`config.mk`:
```
export PLATFORM = sky130hd
export DESIGN_NAME = sram_arb
export DESIGN_NICKNAME = d
export VERILOG_FILES = /design/src/rtl/sram_arb.sv
export SDC_FILE = /design/constraint.sdc
export NUM_CORES = 1
export LEC_CHECK = 0
export CAP_MARGIN = 30
export CORE_MARGIN = 1
export CORE_UTILIZATION = 45
export DETAILED_ROUTE_END_ITERATION = 10
export DONT_BUFFER_PORTS = 1
export GPL_TIMING_DRIVEN = 0
export PLACE_DENSITY_LB_ADDON = 0.08
export SLEW_MARGIN = 5
export SYNTH_ARGS = -nofsm -noshare
export SYNTH_HDL_FRONTEND = slang
export SYNTH_SLANG_ARGS = --single-unit
export TNS_END_PERCENT = 1
```
`constraint.sdc`:
```
create_clock -name clk -period 1.6 [get_ports clk]
set_input_delay 0.24 -clock clk [delete_from_list [all_inputs] [get_ports clk]]
set_output_delay 0.24 -clock clk [all_outputs]
set_load 0.01 [all_outputs]
```
`src/rtl/sram_arb.sv`:
```
// sram_arb: two-port arbiter and strobe sequencer for a shared asynchronous SRAM
module sram_arb #(
    parameter int ADDR_W     = 8,
    parameter int DATA_W     = 8,
    parameter int WAIT_CYC   = 1,
    parameter int FIXED_PRIO = 0
) (
    input  logic              clk,
    input  logic              rst,
    input  logic              p0_req,
    input  logic              p0_we,
    input  logic [ADDR_W-1:0] p0_addr,
    input  logic [DATA_W-1:0] p0_wdata,
    output logic              p0_gnt,
    output logic              p0_done,
    input  logic              p1_req,
    input  logic              p1_we,
    input  logic [ADDR_W-1:0] p1_addr,
    input  logic [DATA_W-1:0] p1_wdata,
    output logic              p1_gnt,
    output logic              p1_done,
    output logic [DATA_W-1:0] rdata,
    output logic [ADDR_W-1:0] sram_addr,
    output logic [DATA_W-1:0] sram_dq_out,
    input  logic [DATA_W-1:0] sram_dq_in,
    output logic              den,
    output logic              cen_n,
    output logic              oen_n,
    output logic              wen_n
);
    localparam logic [3:0] S_IDLE = 4'b0001, S_SETUP = 4'b0010, S_STROBE = 4'b0100, S_HOLD = 4'b1000;
    logic [3:0]        state_q, state_d, cnt_q, cnt_d;
    logic              we_q, we_d, win_q, win_d, rr_last_q, rr_last_d, win_sel;
    logic [ADDR_W-1:0] addr_q, addr_d;
    logic [DATA_W-1:0] wdata_q, wdata_d, rdata_q, rdata_d;
    logic              den_q, den_d, cen_n_q, cen_n_d, oen_n_q, oen_n_d, wen_n_q, wen_n_d;
    logic              g0_q, g0_d, g1_q, g1_d, d0_q, d0_d, d1_q, d1_d;
    // win_sel: 0 = port 0, 1 = port 1
    assign win_sel = (FIXED_PRIO != 0) ? !p0_req : ((p0_req && p1_req) ? !rr_last_q : p1_req);
    always_ff @(posedge clk or negedge rst) begin
        if (!rst) begin
            state_q   <= S_IDLE;
            cnt_q     <= '0;
            we_q      <= 1'b0;
            win_q     <= 1'b0;
            rr_last_q <= 1'b1;
            addr_q    <= '0;
            wdata_q   <= '0;
            rdata_q   <= '0;
            den_q     <= 1'b0;
            cen_n_q   <= 1'b1;
            oen_n_q   <= 1'b1;
            wen_n_q   <= 1'b1;
            g0_q      <= 1'b0;
            g1_q      <= 1'b0;
            d0_q      <= 1'b0;
            d1_q      <= 1'b0;
        end else begin
            state_q   <= state_d;
            cnt_q     <= cnt_d;
            we_q      <= we_d;
            win_q     <= win_d;
            rr_last_q <= rr_last_d;
            addr_q    <= addr_d;
            wdata_q   <= wdata_d;
            rdata_q   <= rdata_d;
            den_q     <= den_d;
            cen_n_q   <= cen_n_d;
            oen_n_q   <= oen_n_d;
            wen_n_q   <= wen_n_d;
            g0_q      <= g0_d;
            g1_q      <= g1_d;
            d0_q      <= d0_d;
            d1_q      <= d1_d;
        end
    end
    always_comb begin
        state_d   = state_q;
        cnt_d     = cnt_q;
        we_d      = we_q;
        win_d     = win_q;
        rr_last_d = rr_last_q;
        addr_d    = addr_q;
        wdata_d   = wdata_q;
        rdata_d   = rdata_q;
        if (state_q[0] && (p0_req || p1_req)) begin
            state_d   = S_SETUP;
            win_d     = win_sel;
            rr_last_d = win_sel;
            we_d      = win_sel ? p1_we : p0_we;
            addr_d    = win_sel ? p1_addr : p0_addr;
            wdata_d   = win_sel ? p1_wdata : p0_wdata;
        end
        if (state_q[1]) begin
            state_d = S_STROBE;
            cnt_d   = 4'(WAIT_CYC - 1);
        end
        if (state_q[2]) begin
            cnt_d   = cnt_q - 4'd1;
            state_d = (cnt_q == 4'd0) ? S_HOLD : S_STROBE;
            rdata_d = (cnt_q == 4'd0 && !we_q) ? sram_dq_in : rdata_q;
        end
        if (state_q[3])
            state_d = S_IDLE;
    end
    // Outputs are decoded from the upcoming state so they register in step with it
    always_comb begin
        cen_n_d = !(state_d[1] || state_d[2] || (state_d[3] && we_d));
        oen_n_d = !(!we_d && (state_d[1] || state_d[2]));
        wen_n_d = !(we_d && state_d[2]);
        den_d   = we_d && (state_d[1] || state_d[2] || state_d[3]);
        g0_d    = state_d[1] && !win_d;
        g1_d    = state_d[1] && win_d;
        d0_d    = state_d[3] && !win_d;
        d1_d    = state_d[3] && win_d;
    end
    assign p0_gnt      = g0_q;
    assign p1_gnt      = g1_q;
    assign p0_done     = d0_q;
    assign p1_done     = d1_q;
    assign rdata       = rdata_q;
    assign sram_addr   = addr_q;
    assign sram_dq_out = wdata_q;
    assign den         = den_q;
    assign cen_n       = cen_n_q;
    assign oen_n       = oen_n_q;
    assign wen_n       = wen_n_q;
endmodule

```
Word-level counts from Yosys, hierarchy flattened
Cells that the tools add are included.
{ "word_totals": {"word_cells": 57, "inputBits": 46, "regBits": 43, "output_inout_bits": 32} }
{ "classes": {"n_reduce_logical": 26, "muxes": 13, "add_sub_neg": 1} }
{ "op_table": {"columns": ["op", "n"], "rows": [
  ["$mux W4", 5],
  ["$mux W8", 2],
  ["$logic_and A1 B1 Y1", 11],
  ["$logic_not A1 Y1", 7],
  ["$logic_not A4 Y1", 1],
  ["$logic_or A1 B1 Y1", 4],
  ["$mux W1", 4],
  ["$reduce_bool A4 Y1", 1],
  ["$sub A4 B1 Y4 const B", 1],
  ["$mux W3", 1],
  ["$mux W2", 1],
  ["$reduce_and A2 Y1", 1],
  ["$reduce_bool A2 Y1", 1]
]} }

Depth between registers and ports, before layout
Gate-level depths: netlist (run 1).
{ "logic_depth": {"ltp_word": 9, "depth_mapped": 6, "ltp_nobuf": 6} }

Worst setup path after synthesis (run 1)
Ideal clock, no wire load.
{ "synth_path": {"kind": "register to register", "startpoint": "reg cnt_q[0]", "endpoint": "reg rdata_q[0] (netlist: rdata[0])", "required_ps": 1473, "arrival_time_ps": 1497, "setup_ps": 127, "n_path_buf": 1, "slack_ps": -25, "synth_period_minus_slack_ps": 1625, "stages_incl_launch_ff": 7, "path_cell_list": "dfrtp_1 inv_1 ha_1 nor4bb_2 and2b_1 buf_4 mux2_1"} }
{ "synth_via": {"elab_chain_len": 3} }
{ "synth_lines": {"columns": ["element", "line_no", "text"], "rows": [
  ["from (decl)", "32", "logic [3:0] state_q, state_d, cnt_q, cnt_d;"],
  ["from (signal assigned)", "60", "cnt_q <= cnt_d;"],
  ["$logic_not A4 Y1", "101", "rdata_d = (cnt_q == 4'd0 && !we_q) ? sram_dq_in : rdata_q;"],
  ["$logic_and A1 B1 Y1", "101", null],
  ["$reduce_and A2 Y1 (no source line)", null, null],
  ["to (signal assigned)", "66", "rdata_q <= rdata_d;"],
  ["to (decl)", "35", "logic [DATA_W-1:0] wdata_q, wdata_d, rdata_q, rdata_d;"]
]} }
No other way between the ends.
A chain may end at the register's enable or synchronous reset.

Final worst setup path (run 1)
{ "layout_path": {"startpoint": "reg cnt_q[0]", "endpoint": "reg rdata_q[3] (netlist: rdata[3])"} }
Same word-level chain as after synthesis.

==> flow_summary_export.csv, run 1 <==
group,metric,value,unit
power_and_ir_drop,powerDensity,856,mW/mm²
floorplan,die_area,0.00435,mm²
power_and_ir_drop,vdd.ir_drop.worst,0.000420,V
grt,globalRoute.totalOverflow,0,
timing,drv_slew,0,
clocking,cts-htree-levels,2,
clocking,clock_tree_root,"sky130_fd_sc_hd__clkbuf_8",
grt,track_usage,17.5,%
synthesis,synth_top_cell_area_share,51.7,%
place,port_buffer_count,0,
critical_path,end_kind,"register",
critical_path,crit_path_start_kind,"register",
critical_path,setup.worst_path.class,"reg -> reg",
critical_path,crit_path_max_incr_delay,0.40,ns
timing,final.hold.worst_slack,0.00771,ns
synthesis,synth_top_flop_cell,"sky130_fd_sc_hd__dfrtp_1",
floorplan,core_area,0.00380,mm²
synthesis,synthesis.yosys.warnings,0,
clocking,path_clk_slew,0.07,ns
critical_path,crit_fanout,8,
place,hpwlAfterDp,2580,µm
route,post_drt_via_cell_ratio,5.56,
hold_path,min_from,"p0_req",
cells_and_area,drive_gt1_share,24.3,%
floorplan,io_pins,78,
synthesis,post_synth_main_area_contributors,"sky130_fd_sc_hd__dfrtp_1 52%, sky130_fd_sc_hd__mux2i_1 8.7%, sky130_fd_sc_hd__dfstp_2 7.1%",
synthesis,synthCells,155,
critical_path,reg2reg_depth,6,
status,violations,"negative setup slack",
timing,period_share,102,%
floorplan,number_of_core_rows,22,
timing,hold_violations,0,
route,drt-initial-drc-count,48,
hold_path,min-delay-path-class,"in -> reg",
grt,grt_pass1_vias,1188,
cells_and_area,area.growth.synth_to_final,14.6,%
synthesis,syn_area_per_cell,11.9,µm²
synthesis,synthDominantAreaCellType,"sky130_fd_sc_hd__dfrtp_1",
synthesis,syn_area,0.00184,mm²
critical_path,worst_r2r_startpoint,"cnt_q[0]",
timing,rsz0062_at_grt,"true",
cells_and_area,antennaDiodeCount,0,
synthesis,synth_enable_flop_cells,0,
grt,antenna_violations_before_repair,0,
timing,finalWorstPathRequiredPeriod,1.63,ns
timing,setup_viol,8,
timing,finClkSkew,0.00523,ns
grt,grt_first_pass_wirelength,5570,µm
hold_path,hold_depth,1,
synthesis,synthArstFlopShare,100,%
clocking,clkSinkCount,43,
route,antenna_violating_nets_post_route,0,
status,run_status,"finished, violations left",
synthesis,synthTopCellsByCount,"38 x sky130_fd_sc_hd__dfrtp_1, 19 x sky130_fd_sc_hd__nand2_1, 16 x sky130_fd_sc_hd__mux2i_1, 16 x sky130_fd_sc_hd__o21ai_1, 8 x sky130_fd_sc_hd__mux2_1",
synthesis,synth-seq-cells,43,
route,routed-via-count,1206,
clocking,clock_insertion_delay_worst_skew,0.29,ns
cells_and_area,final_net_count,216,
critical_path,critPathArrivalTime,1.80,ns
clocking,clock_tree.buffer_depth,2,
timing,worst_slew_pin_slew,0.440,ns
critical_path,critical_path.cell_chain,"inv_2 -> ha_4 -> nor4bb_4 -> and2b_1 -> buf_6 -> mux2_4",
synthesis,synth_fp_nets,203,
synthesis,synth_sequential_area_ratio,58.8,%
clocking,tritoncts.num_buffers,5,
critical_path,cp_slowest_cell,"sky130_fd_sc_hd__dfrtp_1",
timing,achievable-frequency,613,MHz
cells_and_area,finish.utilization,55.5,%
flow_run,drv.max_cap_violation_count,0,
route,drt_first_pass_iters,4,
place,gp_routability_congestion,0.725,
route,finalWirelength,3520,µm
critical_path,timing.critical_path.required,1.77,ns
power_and_ir_drop,total_leakage_power,1.00,nW
synthesis,yosys.cell_types.count,34,
grt,grt_start_max_net_pins,44,
critical_path,crit_start,"cnt_q[0]",
floorplan,initial_utilization,48.5,%
route,drt_drc_violations_left,0,
timing,max_slew_margin,70.7,%
synthesis,synth.most_common_cell,"sky130_fd_sc_hd__dfrtp_1",
clocking,tritoncts_clock_tree,"built",
floorplan,die_y,66.0,µm
timing,worst_slack,-0.0302,ns
floorplan,die_width,66.0,µm
route,detail_route.wl_per_cell,16.2,µm
## stage by stage
| stage | cells | TNS [ns] | instance area (µm²) | setup slack [ns] | power (W) |
|---|---|---|---|---|---|
| after CTS | 216 | -0.398 | 2090 | -0.0556 | 0.00183 |
| after detailed placement | 203 | -1.72 | 1910 | -0.215 | 0.00116 |
| after global routing | 217 | -0.917 | 2110 | -0.118 | 0.00188 |
| after global placement | 203 | -1.35 | 1910 | -0.160 | 0.00116 |
| after floorplan | 155 | 0 | 1850 | 0.00155 | 0.00115 |
| final | 217 | -0.193 | 2110 | -0.0302 | 0.00180 |
## worst max-delay path, delay by kind of cell, from the launching register on
family / cells / cell delay [ns]
adder cells (fa/ha/maj): 1 / 0.11
flip-flops: 1 / 0.40
AND/OR/NAND/NOR: 2 / 0.45
multiplexers: 1 / 0.31
buffers and inverters: 2 / 0.24
## cell type report
type	count	area [µm²]
clock buffers	7	76.3
flip-flops and latches	43	1080
well taps	48	60.1
inverters	7	26.3
plain buffers	7	48.8
multi-input cells	98	751
fillers	334	1690
clock inverters	1	5.00
repair buffers	6	60.1
## per-layer routing
metal / global-route usage (%) / wire length [µm]
met1: 21.8 / 1480
met2: 27.7 / 1640
met3: 6.03 / 355
met4: 7.18 / 45
met5: 0 / 0
## registers in the layout (all words and copies together), names as in the netlist
signal / flops
rdata: 8
sram_addr: 8
sram_dq_out: 8
cnt_q: 4
state_q: 4
cen_n: 1
den: 1
oen_n: 1
p0_done: 1
p0_gnt: 1
p1_done: 1
p1_gnt: 1
rr_last_q: 1
we_q: 1
wen_n: 1
win_q: 1
## worst paths after layout
path | end | slack, ns
max | rdata[3] | -0.03
min | rr_last_q | 0.008
min in group asynchronous | cnt_q[2] | 0.43
max reg2reg | rdata[3] | -0.03
max in group asynchronous | oen_n | 0.92
min reg2reg | cnt_q[1] | 0.52
## cells in the final DEF, fill, tap and decap left out, types with 2 or more instances in the layout
master | Yosys | layout
sky130_fd_sc_hd__mux2i_1 | 16 | 16
sky130_fd_sc_hd__inv_1 | 5 | 3
sky130_fd_sc_hd__clkbuf_1 | 3 | 5
sky130_fd_sc_hd__inv_2 | 0 | 2
sky130_fd_sc_hd__nor2b_1 | 3 | 3
sky130_fd_sc_hd__dfrtp_1 | 38 | 38
sky130_fd_sc_hd__o22ai_1 | 3 | 3
sky130_fd_sc_hd__clkinv_1 | 2 | 2
sky130_fd_sc_hd__mux2_4 | 0 | 8
sky130_fd_sc_hd__dfstp_2 | 5 | 5
sky130_fd_sc_hd__o21ai_1 | 16 | 16
sky130_fd_sc_hd__clkbuf_8 | 0 | 5
sky130_fd_sc_hd__nor2_1 | 7 | 7
sky130_fd_sc_hd__buf_6 | 1 | 2
sky130_fd_sc_hd__or3_4 | 1 | 2
sky130_fd_sc_hd__buf_4 | 3 | 6
sky130_fd_sc_hd__nand2_1 | 19 | 19
sky130_fd_sc_hd__o21ai_0 | 3 | 3
sky130_fd_sc_hd__nand2b_1 | 3 | 2
## power by group
part	leakage (nW)	switching, W	internal [W]	total [W]
registers	0.583	0	0.00109	0.00109
logic	0.379	0.0000434	0.0000330	0.0000764
clock network	0.0422	0.000336	0.000306	0.000642
total	1.00	0.000379	0.00143	0.00180
## repair_timing
| action | CTS | global route |
|---|---|---|
| setup buffers | 3 | 1 |
| endpoints found under the setup margin | 10 | 9 |
| hold buffers | 2 | 0 |
| hold endpoints to repair | 43 | 0 |
| resized for setup | 13 | 2 |
| pin swaps | 2 | 0 |
## logic make-up (layout without fill, tap and decap cells)
kind of cell	after synthesis	count (layout)	synth area share [%]
AO/OA/AOI/OAI	31	31	10.5
AND/OR/NAND/NOR	40	40	11.2
buffers and inverters	14	28	3.88
adder cells (fa/ha/maj)	2	2	1.36
multiplexers	25	25	14.2
flip-flops	43	43	58.8
(Power assumes the default switching activity.)
==> run 2, diff against run 1 <==
- CTS_BUF_LIST: default -> sky130_fd_sc_hd__clkbuf_2 sky130_fd_sc_hd__clkbuf_4 sky130_fd_sc_hd__clkbuf_8
- REMOVE_ABC_BUFFERS: default -> 1
==> run 2 against run 1 <==
  * The flow still finishes with violations (negative setup slack)
  * Largest power group unchanged
  * Cell count fell by 3.7%
  * Hold slack improved by 0.087 ns
  * Worst setup slack improved by 0.024 ns
  * Clock skew fell by 0.00073 ns
  * Critical endpoint unchanged
  * Highest routed layer unchanged
  * Routed wire length fell by 5.7%
  * Register-to-register slack improved by 0.02 ns
  * Sequential share of layout area rose by 0.80 points
  * Via count fell by 5.8%
==> flow_summary_export.csv, run 2 (synthesis gave the netlist of run 1 again) <==
group,metric,value,unit
status,run_status,"finished, violations left",
status,violations,"negative setup slack",
place,port_buffer_count,0,
cells_and_area,leading_cell_type_in_the_layout_fill_and_taps_excluded,"sky130_fd_sc_hd__dfrtp_1",
clocking,clock_tree.buffer_depth,2,
clocking,tritoncts.num_buffers,5,
clocking,clock_tree_root,"sky130_fd_sc_hd__clkbuf_8",
cells_and_area,final-seq-area,0.00108,mm²
critical_path,critPathArrivalTime,1.78,ns
grt,track_usage,17.4,%
cells_and_area,instances_no_fill,209,
critical_path,setup.worst_path.class,"reg -> reg",
grt,grt_first_pass_wirelength,5460,µm
clocking,clock_insertion_delay_worst_skew,0.29,ns
floorplan,die_width,66.0,µm
grt,grt_pass1_vias,1180,
route,routed-via-count,1136,
place,detailed_place.area,0.00187,mm²
cells_and_area,final_net_count,208,
route,drt_first_pass_iters,4,
cells_and_area,fillerInstances,343,
route,finalWirelength,3320,µm
cells_and_area,stdcell_area,0.00208,mm²
floorplan,number_of_core_rows,22,
cells_and_area,area.growth.synth_to_final,13.0,%
route,antenna_violating_nets_post_route,0,
hold_path,min-delay-path-class,"in -> reg",
route,drt_drc_violations_left,0,
cells_and_area,multi_input_area,758,µm²
route,detail_route.wl_per_cell,15.9,µm
critical_path,timing.critical_path.required,1.77,ns
timing,finalWorstPathRequiredPeriod,1.61,ns
critical_path,crit_fanout,11,
critical_path,crit_path_start_kind,"register",
clocking,clkSinkCount,43,
floorplan,io_pins,78,
timing,rsz0062_at_grt,"true",
critical_path,end_kind,"register",
place,placed_cells_incl_taps,197,
grt,globalRoute.totalOverflow,0,
timing,setup_viol,2,
clocking,cts-htree-levels,2,
clocking,path_clk_slew,0.07,ns
cells_and_area,antennaDiodeCount,0,
cells_and_area,leading_cell_types_in_the_layout_fill_and_taps_excluded,"37 x sky130_fd_sc_hd__dfrtp_1, 19 x sky130_fd_sc_hd__nand2_1, 16 x sky130_fd_sc_hd__mux2i_1, 16 x sky130_fd_sc_hd__o21ai_1, 8 x sky130_fd_sc_hd__mux2_4",
power_and_ir_drop,total_leakage_power,0.976,nW
timing,achievable-frequency,622,MHz
timing,hold_violations,0,
flow_run,drv.max_cap_violation_count,0,
power_and_ir_drop,powerDensity,885,mW/mm²
timing,worst_slew_pin_slew,0.394,ns
cells_and_area,drive_gt1_share,23.6,%
floorplan,initial_utilization,48.5,%
timing,drv_slew,0,
grt,grt_start_max_net_pins,44,
timing,finClkSkew,0.00450,ns
floorplan,die_area,0.00435,mm²
timing,period_share,100,%
timing,final.hold.worst_slack,0.0952,ns
clocking,tritoncts_clock_tree,"built",
power_and_ir_drop,power.total,0.00184,W
timing,max_slew_margin,73.8,%
timing,worst_slack,-0.00647,ns
route,drt-initial-drc-count,68,
place,hpwlAfterDp,2300,µm
floorplan,core_area,0.00380,mm²
grt,antenna_violations_before_repair,0,
place,gp_routability_congestion,0.743,
route,post_drt_via_cell_ratio,5.44,
power_and_ir_drop,vdd.ir_drop.worst,0.000388,V
floorplan,die_y,66.0,µm
-- run 2: cell types whose count changed in the layout (fill, tap and decap cells not counted), moves of 2 or more --
cell                       before  now
sky130_fd_sc_hd__clkbuf_1       5    0
sky130_fd_sc_hd__buf_4          6    1
sky130_fd_sc_hd__clkbuf_4       0    2
sky130_fd_sc_hd__buf_6          2    0
-- run 2: final cells by class --
class	instances	area share, %
flip-flops and latches	43	52.1
multi-input cells	98	36.5
clock buffers	7	4.03
repair buffers	5	3.01
well taps	48	2.89
inverters	7	1.26
clock inverters	1	0.241
-- run 2: timing repair --
item | CTS | global route
hold endpoints to repair | 44 | 0
setup buffers | 1 | 0
setup endpoints to repair | 29 | 10
pin swaps | 1 | 3
hold buffers | 3 | 0
gates resized for setup | 9 | 10
-- run 2: worst paths after layout --
kind	cells past startpoint	slack, ns	to	start
worst min-delay path	1	0.1	rdata[7]	sram_dq_in[7]
max in group asynchronous	2	0.91	rr_last_q	rst
worst max register to register	3	-0.006	rdata[3]	state_q[2]
min in group asynchronous	2	0.43	rdata[7]	rst
worst max-delay path	3	-0.006	rdata[3]	state_q[2]
worst min register to register	1	0.53	den	state_q[3]
-- run 2: per-stage QoR --
stage	TNS, ns	utilization [%]	setup WS (ns)
2_1_floorplan	-0.862	-	-0.147
3_3_place_gp	-4.29	48.8	-0.329
3_5_place_dp	-4.89	49.2	-0.373
4_1_cts	-0.0496	53.5	-0.0144
5_1_grt	-0.805	54.7	-0.107
6_report	-0.0106	54.7	-0.00647
-- run 2: critical path: stages, from the launching register on --
cell and delay, ns:
sky130_fd_sc_hd__dfrtp_2 0.48, sky130_fd_sc_hd__nor4bb_4 0.38, sky130_fd_sc_hd__and2b_4 0.31, sky130_fd_sc_hd__mux2_4 0.32
-- run 2: layer usage --
| metal | global-route usage (%) | up-vias | routed length (µm) |
|---|---|---|---|
| li1 | - | 541 | - |
| met1 | 19.5 | 530 | 1370 |
| met2 | 28.6 | 59 | 1610 |
| met3 | 7.93 | 6 | 280 |
| met4 | 7.18 | 0 | 51 |
| met5 | 0 | - | 0 |
-- run 2: power by group --
group | switching (W) | internal, W
sequential | 0 | 0.00109
combinational | 0.0000426 | 0.0000325
clock | 0.000338 | 0.000340
==> run 3, diff against run 2 <==
==> constraint.sdc (replaced) <==
create_clock -name clk -period 1.6 [get_ports clk]
set_input_delay 0.32 -clock clk [delete_from_list [all_inputs] [get_ports clk]]
set_output_delay 0.32 -clock clk [all_outputs]
set_load 0.01 [all_outputs]
==> run 3 against run 2 <==
  * Via count shrank 0.79%
  * Clock skew is essentially flat
  * The run still ends with negative setup slack left
  * Critical path depth is the same
  * Register-to-register slack is essentially flat
  * Final area shrank 0.48%
  * Largest cell class unchanged
  * Critical path type unchanged
  * Largest power group unchanged
==> flow_summary_export.csv, run 3 (synthesis gave the netlist of run 1 again) <==
group,metric,value,unit
critical_path,setup.worst_path.class,"reg -> reg",
hold_path,whs_endpoint,"rr_last_q",
clocking,clkSinkCount,43,
route,routed-via-count,1127,
critical_path,cp_slowest_cell,"sky130_fd_sc_hd__dfrtp_2",
power_and_ir_drop,total_leakage_power,0.972,nW
status,run_status,"finished, violations left",
clocking,tritoncts.num_buffers,5,
clocking,path_clk_slew,0.07,ns
floorplan,initial_utilization,48.5,%
timing,finalWorstPathRequiredPeriod,1.61,ns
critical_path,critPathArrivalTime,1.78,ns
power_and_ir_drop,powerDensity,888,mW/mm²
critical_path,reg2reg_setup_slack,-0.007,ns
grt,grt_first_pass_wirelength,5450,µm
cells_and_area,final_net_count,207,
clocking,clock_tree_root,"sky130_fd_sc_hd__clkbuf_8",
route,drt-initial-drc-count,75,
floorplan,core_area,0.00380,mm²
cells_and_area,instances_no_fill,208,
clocking,clock_tree.buffer_depth,2,
route,antenna_violating_nets_post_route,0,
hold_path,hold_depth,1,
cells_and_area,leading_cell_types_in_the_layout_fill_and_taps_excluded,"37 x sky130_fd_sc_hd__dfrtp_1, 19 x sky130_fd_sc_hd__nand2_1, 16 x sky130_fd_sc_hd__mux2i_1, 16 x sky130_fd_sc_hd__o21ai_1, 8 x sky130_fd_sc_hd__mux2_4",
grt,antenna_violations_before_repair,0,
power_and_ir_drop,vdd.ir_drop.worst,0.000388,V
power_and_ir_drop,power.total,0.00184,W
status,violations,"negative setup slack",
clocking,tritoncts_clock_tree,"built",
cells_and_area,fillerInstances,344,
grt,gr-max-usage-layer,"met2",
cells_and_area,leading_cell_type_in_the_layout_fill_and_taps_excluded,"sky130_fd_sc_hd__dfrtp_1",
timing,finClkSkew,0.00443,ns
floorplan,die_width,66.0,µm
place,gp_routability_congestion,0.743,
critical_path,reg2reg_depth,3,
cells_and_area,antennaDiodeCount,0,
critical_path,worst_r2r_startpoint,"state_q[2]",
critical_path,critical_path.cell_chain,"nor4bb_4 -> and2b_4 -> mux2_4",
grt,use_met3,7.93,%
hold_path,min_from,"p0_req",
grt,grt_pass1_vias,1177,
place,hpwlAfterDp,2300,µm
timing,worst_slew_pin_slew,0.400,ns
floorplan,die_area,0.00435,mm²
hold_path,min-delay-path-class,"in -> reg",
place,pre_cts_slack,-0.373,ns
cells_and_area,drive_gt1_share,23.8,%
timing,tns,-0.0113,ns
route,drt_first_pass_iters,4,
timing,achievable-frequency,622,MHz
critical_path,end_kind,"register",
grt,grt_start_max_net_pins,44,
grt,track_usage,17.4,%
timing,setup_viol,2,
timing,rsz0062_at_grt,"true",
place,port_buffer_count,0,
route,post_drt_via_cell_ratio,5.42,
critical_path,reg2reg_end,"rdata[3]",
floorplan,io_pins,78,
place,placed_cells_incl_taps,197,
floorplan,die_y,66.0,µm
timing,drv_slew,0,
grt,globalRoute.totalOverflow,0,
timing,worst_slack,-0.00681,ns
route,finalWirelength,3320,µm
timing,period_share,100,%
critical_path,crit_path_max_incr_delay,0.48,ns
floorplan,number_of_core_rows,22,
route,detail_route.wl_per_cell,16.0,µm
grt,grtUsageMet1,19.4,%
grt,gr-usage-met2,28.6,%
cells_and_area,area.growth.synth_to_final,12.4,%
cells_and_area,multi_input_area,758,µm²
timing,max_slew_margin,73.3,%
critical_path,timing.critical_path.required,1.77,ns
place,detailed_place.area,0.00187,mm²
cells_and_area,final-seq-area,0.00108,mm²
clocking,cts-htree-levels,2,
timing,hold_violations,0,
clocking,clock_insertion_delay_worst_skew,0.29,ns
critical_path,crit_fanout,11,
critical_path,crit_path_start_kind,"register",
route,drt_drc_violations_left,0,
cells_and_area,stdcell_area,0.00207,mm²
flow_run,drv.max_cap_violation_count,0,
-- run 3: cell count changes in the layout (fill, tap and decap cells not counted) --
cell                            before  now
sky130_fd_sc_hd__dlygate4sd3_1       2    1
-- run 3: final cells by class --
type                            instances  area share [%]
Clock inverter                          1           0.242
Sequential cell                        43            52.4
Timing Repair Buffer                    4            2.54
Clock buffer                            7            4.05
Tap cell                               48            2.90
Inverter                                7            1.27
Multi-Input combinational cell         98            36.6
-- run 3: worst max-delay path by stage --
| stage | startpoint | to | cells after the start |
|---|---|---|---|
| detailed placement | rr_last_q | wen_n | 3 |
| CTS | cnt_q[0] | rdata[2] | 5 |
| finish | state_q[2] | rdata[3] | 3 |
| floorplan | rr_last_q | wen_n | 3 |
| global route | state_q[2] | rdata[3] | 3 |
| global placement | rr_last_q | wen_n | 3 |
-- run 3: metrics by stage --
stage	hold WS, ns	util [%]
floorplan	0.0244	-
global placement	0.0253	48.8
detailed placement	0.0254	49.2
CTS	0.0747	53.3
global route	0.0814	54.5
finish	0.0878	54.5
-- run 3: metal layers --
metal  wire, µm  up-vias
met4         51        0
li1           -      538
met3        283        6
met1       1370      524
met5          0        -
met2       1620       59
-- run 3: power breakdown --
part,internal (W),switching [W]
clock,0.000340,0.000338
sequential,0.00109,0
combinational,0.0000309,0.0000422
total,0.00146,0.000380
-- run 3: what timing repair did --
item | 4_1_cts | 5_1_grt
pin swaps | 1 | 3
buffers inserted | 1 | 0
hold buffers | 2 | 0
resized for setup | 9 | 10
hold endpoints to repair | 43 | 0
cloned | 0 | 0
setup endpoints to repair | 29 | 10
-- run 3: critical path: cells and delay by family (launching register included) --
family	cells	cell delay [ns]
and+or+nand+nor	2	0.69
DFF	1	0.48
muxes	1	0.32
